$ cat src/rtl/map_request_server.sv
// Two-port round-robin read server in front of a shared map BROM with a fixed read latency.
// Optional MAP_SERVER_OOB_WALL_EN: out-of-range addresses return OOB_VALUE without touching the BROM.
module map_request_server #(
    parameter int          N            = 24,
    parameter int          READ_LATENCY = 2,
    parameter logic [3:0]  OOB_VALUE    = 4'd1,
    localparam int         AW           = $clog2(N*N)
) (
    input  logic          pixel_clk_in,
    input  logic          rst_n_in,
    input  logic          map_request_a_in,
    input  logic          map_request_b_in,
    input  logic [AW-1:0] map_addra_a_in,
    input  logic [AW-1:0] map_addra_b_in,
    output logic [3:0]    map_data_a_out,
    output logic [3:0]    map_data_b_out,
    output logic          map_data_valid_a_out,
    output logic          map_data_valid_b_out,
    output logic [AW-1:0] bram_addr_out,
    output logic          bram_en_out,
    input  logic [3:0]    bram_data_in,
    output logic          server_busy_out
);

    typedef enum logic [1:0] {
        S_IDLE     = 2'd0,
        S_INFLIGHT = 2'd1,
        S_HOLDOFF  = 2'd2
    } port_state_t;

    port_state_t   state_a, state_b, next_a, next_b;
    logic          ptr_b, ptr_b_next;
    logic          elig_a, elig_b, grant_a, grant_b, grant_oob;
    logic          resp_a, resp_b;
    logic [AW-1:0] grant_addr;
    logic [3:0]    resp_data;

    // bit 0 marks a read owned by A, bit 1 a read owned by B
    logic [1:0]    tag_pipe [READ_LATENCY+1];
    logic          oob_pipe [READ_LATENCY+1];

`ifdef MAP_SERVER_OOB_WALL_EN
    localparam logic [AW:0] CELLS = (AW+1)'(N*N);
    assign grant_oob = ({1'b0, grant_addr} >= CELLS);
`else
    assign grant_oob = 1'b0;
`endif

    always_comb begin
        elig_a     = (state_a == S_IDLE) && map_request_a_in;
        elig_b     = (state_b == S_IDLE) && map_request_b_in;
        grant_a    = elig_a && !(elig_b && ptr_b);
        grant_b    = elig_b && !(elig_a && !ptr_b);
        ptr_b_next = (elig_a && elig_b) ? !ptr_b : ptr_b;
        grant_addr = grant_b ? map_addra_b_in : map_addra_a_in;
        resp_a     = tag_pipe[READ_LATENCY][0];
        resp_b     = tag_pipe[READ_LATENCY][1];
        resp_data  = oob_pipe[READ_LATENCY] ? OOB_VALUE : bram_data_in;
        server_busy_out = elig_a || elig_b ||
                          (state_a == S_INFLIGHT) || (state_b == S_INFLIGHT);

        next_a = state_a;
        case (state_a)
            S_IDLE:     if (grant_a)           next_a = S_INFLIGHT;
            S_INFLIGHT: if (resp_a)            next_a = S_HOLDOFF;
            S_HOLDOFF:  if (!map_request_a_in) next_a = S_IDLE;
            default:                           next_a = S_IDLE;
        endcase

        next_b = state_b;
        case (state_b)
            S_IDLE:     if (grant_b)           next_b = S_INFLIGHT;
            S_INFLIGHT: if (resp_b)            next_b = S_HOLDOFF;
            S_HOLDOFF:  if (!map_request_b_in) next_b = S_IDLE;
            default:                           next_b = S_IDLE;
        endcase
    end

    always_ff @(posedge pixel_clk_in or negedge rst_n_in) begin
        if (!rst_n_in) begin
            state_a <= S_IDLE;
            state_b <= S_IDLE;
            ptr_b   <= 1'b0;
        end else begin
            state_a <= next_a;
            state_b <= next_b;
            ptr_b   <= ptr_b_next;
        end
    end

    // Clearing the tag pipe on reset drops any BROM data still on its way back.
    always_ff @(posedge pixel_clk_in or negedge rst_n_in) begin
        if (!rst_n_in) begin
            for (int i = 0; i <= READ_LATENCY; i++) begin
                tag_pipe[i] <= 2'b00;
                oob_pipe[i] <= 1'b0;
            end
            bram_addr_out        <= '0;
            bram_en_out          <= 1'b0;
            map_data_a_out       <= 4'd0;
            map_data_b_out       <= 4'd0;
            map_data_valid_a_out <= 1'b0;
            map_data_valid_b_out <= 1'b0;
        end else begin
            tag_pipe[0] <= {grant_b, grant_a};
            oob_pipe[0] <= (grant_a || grant_b) && grant_oob;
            for (int i = 1; i <= READ_LATENCY; i++) begin
                tag_pipe[i] <= tag_pipe[i-1];
                oob_pipe[i] <= oob_pipe[i-1];
            end
            if (grant_a || grant_b)
                bram_addr_out <= grant_addr;
            bram_en_out          <= (grant_a || grant_b) && !grant_oob;
            map_data_valid_a_out <= resp_a;
            map_data_valid_b_out <= resp_b;
            if (resp_a)
                map_data_a_out <= resp_data;
            if (resp_b)
                map_data_b_out <= resp_data;
        end
    end

endmodule

$ cat config.mk
export PLATFORM = sky130hd
export DESIGN_NAME = map_request_server
export DESIGN_NICKNAME = d
export VERILOG_FILES = /design/src/rtl/map_request_server.sv
export SDC_FILE = /design/constraint.sdc
export NUM_CORES = 1
export LEC_CHECK = 0
export BUFFER_PORTS_ARGS = -buffer_cell sky130_fd_sc_hd__buf_4
export CAP_MARGIN = 25
export CORE_MARGIN = 2
export CORE_UTILIZATION = 35
export CTS_BUF_LIST = sky130_fd_sc_hd__clkbuf_8 sky130_fd_sc_hd__clkbuf_16
export CTS_CLUSTER_SIZE = 28
export DETAILED_ROUTE_END_ITERATION = 10
export PLACE_DENSITY_LB_ADDON = 0.12
export SETUP_SLACK_MARGIN = 0.1
export SLEW_MARGIN = 25
export SYNTH_ARGS = -nofsm -noshare
export SYNTH_HDL_FRONTEND = slang
export SYNTH_SLANG_ARGS = --single-unit
$ cat constraint.sdc
create_clock -name pixel_clk_in -period 2.95 [get_ports pixel_clk_in]
set_input_delay 0.59 -clock pixel_clk_in [delete_from_list [all_inputs] [get_ports pixel_clk_in]]
set_output_delay 0.59 -clock pixel_clk_in [all_outputs]
set_load 0.01 [all_outputs]
==> flow_summary.yaml <==
outcome:
  run_status: "complete, no violations"
clock_tree:
  ctsResizeCount: 0
  clock_sinks: 32
  cts.repair_timing.setup_buffer_count: 0
  cts.htree.levels: 2
  insertion_delay_ns: 0.28
  cts-root-to-sink-buffers: 2
  clockRootBuffer: "sky130_fd_sc_hd__clkbuf_8"
  worst_setup_hold_path_clk_slew_ns: 0.07
  cts-buffers-inserted: 5
  cts_tree: "done"
  cts_hold_repair.buffers: 0
global_routing:
  groute.layer.met1.usage: 0.177
  grt_overflow_total: 0
  grt_util_all_layers: 0.140
  grt_util_met3: 0.0579
  grt_max_degree: 33
  grt_util_met2: 0.218
  grt_most_used_layer: "met2"
  grt_antenna_before_repair: 0
  grt_first_pass_wirelength_mm: 4.57
  first_global_vias: 1001
synth:
  yosysSeqAreaShare: 0.590
  synth-seq-cells: 32
  synthTopCellsByArea: "sky130_fd_sc_hd__dfrtp_1 (59%), sky130_fd_sc_hd__nor3_1 (12%), sky130_fd_sc_hd__mux2_2 (6.6%)"
  fraction_of_the_mapped_netlist_area_in_compound_gates: 0.0194
  synthDominantAreaCellType: "sky130_fd_sc_hd__dfrtp_1"
  post_synth_mux_area_share: 0.0664
  synth_simple_gate_area_frac: 0.280
  synth_fa_ha_area_frac: 0
  synth_top_cell_area_share: 0.590
  netlist_area_um2: 1360
  synth_xor_area_frac: 0.00646
  synth_top_family_by_area: "simple AND/OR/NAND/NOR gates"
  synthesized_area_divided_by_synthesized_cell_count_um2: 12.1
  postSynthCellCount: 112
  synth_fp_nets: 140
  yosysUniqueCellTypes: 22
  synth-warning-count: 0
min_path:
  timing.hold.worst.class: "input port to async pin"
critical_path:
  r2r_cells: 3
  worst_setup_path_startpoint: "state_a[0]$_DFFE_PN0P_"
  worstSetupPathType: "register to output port"
  timing.critical_path.to: "server_busy_out"
  cp_data_required_time_ns: 2.36
  reg2reg_capture_point: "bram_addr_out[0]$_DFFE_PN0P_"
  crit_arrival_ns: 1.14
  cp_max_fo: 8
  rr_startpoint: "state_b[1]$_DFFE_PN0P_"
  timing.critical_path.to_type: "output port"
  r2r_setup_slack_ns: 1.42
  startpoint_type: "register"
sta:
  finalSetupViolations: 0
  finalCriticalPeriod_ns: 1.73
  fin_worst_hold_slack_ns: 0.238
  final.setup.tns_ns: 0
  fmax_ghz: 0.578
  rsz0062_at_grt: "false"
  timing.final.crit_share: 0.586
  final-max-slew-violation-count: 0
  setup_slack_ns: 1.22
  worst_slew_margin_rel: 0.582
  tightest_slew_ns: 0.627
  worst_clock_skew_ns: 0.000802
  final_hold_violating_endpoints: 0
placement:
  hpwl_mm: 1.96
  postPlaceCellArea_um2: 1760
  numPortBuffers: 49
  place.detailed.instances: 206
  pre_cts_ws_ns: 1.22
  finalWeightedCongestion: 0.722
drt:
  ant_nets: 0
  dr.first_iter.drc_count: 38
  drt-pass1-iter-count: 4
  detail_route.drc_violations: 0
  route.detailed.wl_per_inst_um: 13.0
  detailroute.via_count: 1063
  detail_route.wirelength_mm: 2.79
  viasPerCell: 4.97
cells_and_area:
  layout-drive-gt1-share: 0.482
  layout-area-overhead-vs-synth_pct: 37.7
  final_core_util: 0.506
  final.fill_count: 344
  design.final.nets: 193
  final_design_area_no_fill_um2: 1870
  final_cells: 214
  n_antenna_cell: 0
run:
  cap_violations: 0
pwr:
  worst_ir_drop_vdd_uv: 338
  cellLeakagePower_nw: 0.820
  powerDensity_nw_per_um2: 1050
  totalPowerFinal_mw: 1.97
floorplanning:
  row_count: 22
  fp.dieW_um: 66.3
  placeableCoreArea_um2: 3690
  dieArea_um2: 4390
  floorplan.initialDensity: 0.368
  num_io_pins: 50
  die_y_um: 66.3
worst max-delay path, stage by stage (launching register included):
cell	delay [ns]
sky130_fd_sc_hd__dfrtp_1	0.47
sky130_fd_sc_hd__nor2_1	0.08
sky130_fd_sc_hd__o22ai_1	0.17
sky130_fd_sc_hd__buf_4	0.15
registers in the layout, indices dropped and copies added, names as in the netlist:
name                  cells
bram_en_out               1
state_a                   2
ptr_b                     1
resp_a                    1
map_data_valid_b_out      1
map_data_valid_a_out      1
bram_addr_out            10
map_data_a_out            4
resp_b                    1
map_data_b_out            4
tag_pipe                  4
state_b                   2
cell families (layout without fill, tap and decap cells):
kind of cell              count (synthesis)  count (layout)
muxes                                     8               8
DFF                                      32              32
xor gates and xnor gates                  1               1
buffers and inverters                     6              60
AOI/OAI and AO/OA                         5               5
and+or+nand+nor                          60              60
layer usage:
metal	routed length (um)	share of wire
met1	1200	0.43
met2	1320	0.47
met3	251	0.090
met4	14	0.0050
met5	0	0
layout by cell type, fill, tap and decap left out:
cell | Yosys | routed
sky130_fd_sc_hd__a21oi_1 | 2 | 2
sky130_fd_sc_hd__nor3_2 | 8 | 8
sky130_fd_sc_hd__clkinvlp_4 | 0 | 1
sky130_fd_sc_hd__nor4b_2 | 1 | 1
sky130_fd_sc_hd__bufinv_16 | 0 | 1
sky130_fd_sc_hd__clkbuf_8 | 1 | 5
sky130_fd_sc_hd__nand3b_1 | 2 | 2
sky130_fd_sc_hd__dfrtp_1 | 32 | 32
sky130_fd_sc_hd__nand2b_1 | 2 | 2
sky130_fd_sc_hd__nor3_1 | 32 | 32
sky130_fd_sc_hd__or3b_1 | 1 | 1
sky130_fd_sc_hd__and4bb_1 | 1 | 1
sky130_fd_sc_hd__nand2_1 | 4 | 4
sky130_fd_sc_hd__or3b_4 | 2 | 2
sky130_fd_sc_hd__mux2_2 | 8 | 8
sky130_fd_sc_hd__buf_4 | 2 | 52
sky130_fd_sc_hd__or3b_2 | 1 | 1
sky130_fd_sc_hd__o22ai_1 | 1 | 1
sky130_fd_sc_hd__xnor2_1 | 1 | 1
sky130_fd_sc_hd__nor2_1 | 4 | 4
sky130_fd_sc_hd__o21ai_0 | 2 | 2
sky130_fd_sc_hd__nor3b_1 | 2 | 2
sky130_fd_sc_hd__clkinv_2 | 0 | 1
worst min path at each step:
stage	to	cells past startpoint
final	map_data_a_out[0]$_DFFE_PN0P_	1
after global routing	map_data_b_out[0]$_DFFE_PN0P_	1
after CTS	map_data_a_out[0]$_DFFE_PN0P_	1
after detailed placement	resp_a$_DFF_PN0_	0
after global placement	resp_a$_DFF_PN0_	0
after floorplan	bram_addr_out[0]$_DFFE_PN0P_	0
power by group:
group	leakage [nW]	internal [mW]	switching (mW)	total (mW)
Sequential	0.383	0.646	0.158	0.803
Clock	0.0541	0.250	0.158	0.408
Combinational	0.384	0.417	0.341	0.759
Total	0.820	1.31	0.657	1.97
synth_stat cells (all sizes together):
library cell / number
nor4b: 1
nor3b: 2
nand2: 4
clkbuf: 1
and4bb: 1
o21ai: 2
mux2: 8
nor2: 4
o22ai: 1
buf: 5
or3b: 4
nand2b: 2
dfrtp: 32
nand3b: 2
a21oi: 2
xnor2: 1
nor3: 40
final cells by class:
class                           count  area, um2  share of cell area
Tap cell                           48       60.1              0.0322
Timing Repair Buffer               52        390               0.209
Clock buffer                        5       68.8              0.0368
Clock inverter                      3       42.5              0.0228
Multi-Input combinational cell     74        505               0.271
Sequential cell                    32        801               0.429
No activity file was read; power rests on OpenSTA's default activity.
